`src/rtl/exponent_bit_streamer.sv`:
```
// Exponent bit streamer: loads an exponent block-by-block (LSB block first) and
// presents it one bit at a time, LSB first, advancing on each consume pulse.
// The stored exponent can be replayed from bit 0 without reloading.
module exponent_bit_streamer #(
    parameter int unsigned REGISTER_SIZE = 32,
    parameter int unsigned BITS_IN_EXP   = 2048
) (
    input  logic                           clk_in,
    input  logic                           rst_in,
    input  logic [REGISTER_SIZE-1:0]       block_in,
    input  logic                           block_valid_in,
    output logic                           block_ready_out,
    input  logic                           consumed_bit_in,
    input  logic                           restart_in,
    output logic                           bit_out,
    output logic                           bit_valid_out,
    output logic [$clog2(BITS_IN_EXP)-1:0] bit_idx_out,
    output logic                           last_bit_out,
    output logic                           done_out
);

    localparam int unsigned BLOCKS = BITS_IN_EXP / REGISTER_SIZE;
    localparam int unsigned IDX_W  = $clog2(BITS_IN_EXP);
    localparam int unsigned WR_W   = (BLOCKS > 1) ? $clog2(BLOCKS) : 1;

    localparam logic [IDX_W-1:0] LAST_IDX = IDX_W'(BITS_IN_EXP - 1);
    localparam logic [WR_W-1:0]  LAST_BLK = WR_W'(BLOCKS - 1);

    typedef enum logic [1:0] {
        StLoad,
        StStream,
        StDone
    } state_e;

    state_e                   r_state;
    logic [WR_W-1:0]          r_wr_idx;
    logic [IDX_W-1:0]         r_bit_idx;
    logic                     r_block_ready;
    logic                     r_bit_valid;
    logic                     r_done;
    // Block b occupies bits [b*REGISTER_SIZE +: REGISTER_SIZE], so bit_idx indexes it directly.
    logic [BITS_IN_EXP-1:0]   r_exp;

    logic                     w_accept;
    logic                     w_streaming;

    assign w_accept    = block_valid_in && r_block_ready;
    assign w_streaming = (r_state == StStream);

    // Block storage: each word captures block_in when it is the write target of a handshake.
    for (genvar b = 0; b < BLOCKS; b++) begin : g_blk
        always_ff @(posedge clk_in) begin
            if (w_accept && (r_wr_idx == WR_W'(b))) begin
                r_exp[b*REGISTER_SIZE +: REGISTER_SIZE] <= block_in;
            end
        end
    end

    // Control FSM: load blocks, stream bits, one-cycle done with optional replay.
    always_ff @(posedge clk_in or negedge rst_in) begin
        if (!rst_in) begin
            r_state       <= StLoad;
            r_wr_idx      <= '0;
            r_bit_idx     <= '0;
            r_block_ready <= 1'b1;
            r_bit_valid   <= 1'b0;
            r_done        <= 1'b0;
        end else begin
            unique case (r_state)
                StLoad: begin
                    if (w_accept) begin
                        if (r_wr_idx == LAST_BLK) begin
                            r_wr_idx      <= '0;
                            r_bit_idx     <= '0;
                            r_state       <= StStream;
                            r_block_ready <= 1'b0;
                            r_bit_valid   <= 1'b1;
                        end else begin
                            r_wr_idx <= r_wr_idx + 1'b1;
                        end
                    end
                end
                StStream: begin
                    // Restart wins over a simultaneous consume.
                    if (restart_in) begin
                        r_bit_idx <= '0;
                    end else if (consumed_bit_in) begin
                        if (r_bit_idx == LAST_IDX) begin
                            r_bit_idx   <= '0;
                            r_state     <= StDone;
                            r_bit_valid <= 1'b0;
                            r_done      <= 1'b1;
                        end else begin
                            r_bit_idx <= r_bit_idx + 1'b1;
                        end
                    end
                end
                StDone: begin
                    r_done <= 1'b0;
                    if (restart_in) begin
                        r_bit_idx   <= '0;
                        r_state     <= StStream;
                        r_bit_valid <= 1'b1;
                    end else begin
                        r_state       <= StLoad;
                        r_block_ready <= 1'b1;
                    end
                end
                default: begin
                    r_state       <= StLoad;
                    r_wr_idx      <= '0;
                    r_bit_idx     <= '0;
                    r_block_ready <= 1'b1;
                    r_bit_valid   <= 1'b0;
                    r_done        <= 1'b0;
                end
            endcase
        end
    end

    assign block_ready_out = r_block_ready;
    assign bit_valid_out   = r_bit_valid;
    assign done_out        = r_done;
    assign bit_idx_out     = r_bit_idx;
    assign bit_out         = w_streaming && r_exp[r_bit_idx];
    assign last_bit_out    = w_streaming && (r_bit_idx == LAST_IDX);

endmodule

```
`config.mk`:
```
export PLATFORM = sky130hd
export DESIGN_NAME = exponent_bit_streamer
export DESIGN_NICKNAME = d
export VERILOG_FILES = /design/src/rtl/exponent_bit_streamer.sv
export SDC_FILE = /design/constraint.sdc
export NUM_CORES = 2
export LEC_CHECK = 0
export ABC_CLOCK_PERIOD_IN_PS = 4200
export BUFFER_PORTS_ARGS = -buffer_cell sky130_fd_sc_hd__buf_4
export CAP_MARGIN = 20
export CORE_MARGIN = 3
export CORE_UTILIZATION = 55
export DETAILED_ROUTE_END_ITERATION = 16
export PLACE_DENSITY = 0.71
export SLEW_MARGIN = 20
export SYNTH_ARGS = -nofsm -noshare
export SYNTH_HDL_FRONTEND = slang
export SYNTH_SLANG_ARGS = --single-unit
```
`constraint.sdc`:
```
create_clock -name clk_in -period 4.2 [get_ports clk_in]
set_input_delay 0.84 -clock clk_in [delete_from_list [all_inputs] [get_ports clk_in]]
set_output_delay 0.84 -clock clk_in [all_outputs]
set_load 0.1 [all_outputs]
```
==> flow_metrics.py <==
metrics = {
    "placement": {
        "place.gp.congestion": 0.8535,
        "io_buffers": 52,
        "placed_cell_area_sq_mm": 0.08601,
        "dp_slack_ps": -976.9,
        "hpwl_mm": 129.9,
    },
    "die": {
        "core_area_sq_mm": 0.1438,
        "ioPinCount": 53,
        "die_y_microns": 386.8,
        "rows": 139,
        "start_util": 0.5545,
        "fp.dieW_microns": 386.8,
        "fp.dieArea_sq_mm": 0.1496,
    },
    "global_route": {
        "grt_pass1_wl_mm": 325.5,
        "grt_overflow": 0,
        "grt_antenna_before_repair": 15,
        "track_usage": 0.3114,
        "grt_max_degree": 65,
        "grt_pass1_vias": 42590,
    },
    "layout": {
        "area_growth_pct": 17.04,
        "stdcell_area_sq_mm": 0.09335,
        "layout.nets": 4264,
        "mostFrequentLayoutCell": "edfxtp_1",
        "post-route-util": 0.6490,
        "final_cell_mix": "2048 x edfxtp_1, 472 x buf_4, 452 x mux4_2",
        "drive_gt1_frac": 0.3293,
    },
    "run_status": {
        "violations": "setup timing",
        "status": "complete, but fails checks",
    },
    "clocking": {
        "htree_num_levels": 4,
        "clockBufferDepth": 3,
        "root_buffer": "clkbuf_16",
        "cts.sinks": 2070,
        "insertion_delay_ps": 820,
        "cts_tree": "built",
        "numCtsBuffers": 194,
        "clk_pin_slew_ps": 60,
    },
    "critical_path": {
        "crit_fanout": 8,
        "crit_path_end_kind": "output pin",
        "cp.arrival_ps": 4470,
        "worstSetupEndpoint": "bit_out",
        "crit_start": "bit_idx_out[0]",
        "worstPathRequired_ps": 3360,
        "worst-r2r-setup-slack_ps": 1150,
        "worst_r2r_path_depth": 10,
        "path_class": "flop to output pin",
        "rr_endpoint": "bit_idx_out[7]",
        "cp-start-kind": "flop",
        "r2r-start": "r_wr_idx[0]",
    },
    "synthesis": {
        "synth_cell_type_count": 65,
        "postSynthAreaPerCell_sq_um": 21.82,
        "syn_area_sq_mm": 0.07976,
        "syn_nets": 3701,
        "synth_edf_count": 2048,
        "synth-main-ff-cell": "edfxtp_1",
        "yosys_warnings": 0,
        "seq_area_frac_synth": 0.7780,
        "syn_inst": 3655,
        "ys_async_sr_fraction": 0.01063,
        "synth-seq-cells": 2070,
    },
    "drt": {
        "vias": 43270,
        "wirelength_mm": 232.7,
        "via_per_inst": 6.887,
        "first_iter_violations": 7189,
        "dr.pass1.iters": 5,
        "drc": 0,
        "postRouteAntennaNets": 0,
        "wl_per_cell_microns": 37.05,
    },
    "timing": {
        "layout_min_cycle_time_ps": 5310,
        "tns_ps": -1110,
        "slew_viol_final": 0,
        "timing.fmax_mhz": 188.3,
        "setup_ws_ps": -1110,
        "worstMarginPinSlew_ps": 1233,
        "max-slew-margin-rel": 0.1779,
        "final_hold_viol_count": 0,
        "fin_skew_ps": 21.80,
        "fin_crit_sh": 1.264,
        "rsz0062_at_grt": "true",
        "setup_viol": 1,
    },
    "hold_path": {
        "holdPathStages": 3,
        "hold_class": "input port to flop",
    },
    "job": {
        "cap_viol_max_count": 0,
    },
    "pwr": {
        "ir_drop_v": 0.0004971,
        "power.density_mw_per_mm2": 493.1,
        "p_leak_nw": 29.40,
    },
}
==> worst max-delay path, cell delays in order (launching register included) <==
cell	delay, ps
dfrtp_4	470
buf_12	160
buf_12	150
buf_12	150
buf_12	140
mux4_2	530
mux4_2	510
nor2_2	110
nor3_1	70
buf_4	190
o311ai_2	310
a32o_2	240
nand3_2	120
and3_4	300
buf_12	180
==> Yosys cell counts (7+ instances only) <==
cell / instances / area (sq um)
a2111oi_0: 7 / 61.31
a211o_1: 7 / 61.31
a211oi_1: 14 / 105.1
a21oi_1: 76 / 380.4
a221oi_1: 34 / 297.8
a22o_1: 14 / 122.6
a22oi_1: 86 / 645.6
a311oi_1: 8 / 70.07
a31oi_1: 16 / 100.1
buf_1: 16 / 60.06
buf_2: 35 / 175.2
buf_4: 32 / 240.2
buf_6: 31 / 349.1
clkbuf_1: 95 / 356.6
dfrtp_1: 21 / 525.5
edfxtp_1: 2048 / 61500
ha_1: 9 / 112.6
inv_1: 11 / 41.29
mux2i_1: 196 / 1962
mux4_2: 449 / 10110
nand2_1: 115 / 431.7
nand3_1: 30 / 150.1
nor2_1: 105 / 394.1
nor2b_1: 11 / 68.82
nor3_1: 12 / 60.06
nor4_1: 8 / 50.05
o211ai_1: 9 / 67.56
o21ai_0: 40 / 200.2
o221ai_1: 13 / 113.9
o22ai_1: 19 / 118.9
==> kinds of logic after synthesis <==
kind of cell	Yosys count	share of synthesized area
multiplexers	656	0.1539
adder cells (fa/ha/maj)	9	0.001412
buffers and inverters	224	0.01566
flip-flops	2070	0.7780
AND/OR/NAND/NOR	313	0.01726
XOR/XNOR	8	0.0008785
AO/OA/AOI/OAI	375	0.03293
==> metrics by stage <==
step                      total power [mW]  cells  hold WS (ps)
after detailed placement             28.90   5877         531.2
after global placement               28.82   5877         506.8
after global routing                 47.22   6279         404.0
after floorplan                      27.04   3655         502.2
after CTS                            46.08   6277         348.9
final                                46.03   6282         410.5
==> what timing repair did <==
item	in CTS	in global routing
setup endpoints to repair	2	2
hold endpoints to repair	21	0
pin swaps	23	14
gates cloned	12	0
gates resized for setup	116	21
setup buffers	36	2
hold buffers	1	0
==> routing by layer <==
metal,share of wire,track usage,vias to the layer above
met3,0.13,0.07864,588
met1,0.35,0.4336,22590
li1,-,-,16590
met4,0.047,0.1358,0
met2,0.47,0.4748,3500
met5,0,0,-
==> area by class of cell <==
cell class	count	area [sq um]
flip-flops and latches	2070	62070
fillers	9054	50480
multi-input cells	1362	17130
repair buffers	576	5654
clock buffers	260	5273
well taps	1903	2381
clock inverters	94	779.5
inverters	14	57.56
diodes	3	7.507
==> report_power, final <==
part | switching (mW) | leakage [nW] | internal (mW)
Sequential | 0.124 | 18.7 | 23.1
Clock | 7.37 | 2.97 | 9.57
Combinational | 3.11 | 7.73 | 2.77
==> flip-flops by register name, summed over array words and instances (netlist names) <==
| register | count |
|---|---|
| block_ready_out | 1 |
| bit_idx_out | 11 |
| r_exp | 2048 |
| done_out | 1 |
| bit_valid_out | 1 |
| r_wr_idx | 6 |
| r_state | 2 |
==> worst min path at each step <==
stage                         start              end
floorplan                r_state[0]       r_state[0]
global placement    block_ready_out  block_ready_out
detailed placement  block_ready_out  block_ready_out
CTS                      restart_in  block_ready_out
global route             restart_in  block_ready_out
finish                   restart_in  block_ready_out
No activity file was read; power rests on OpenSTA's default activity.
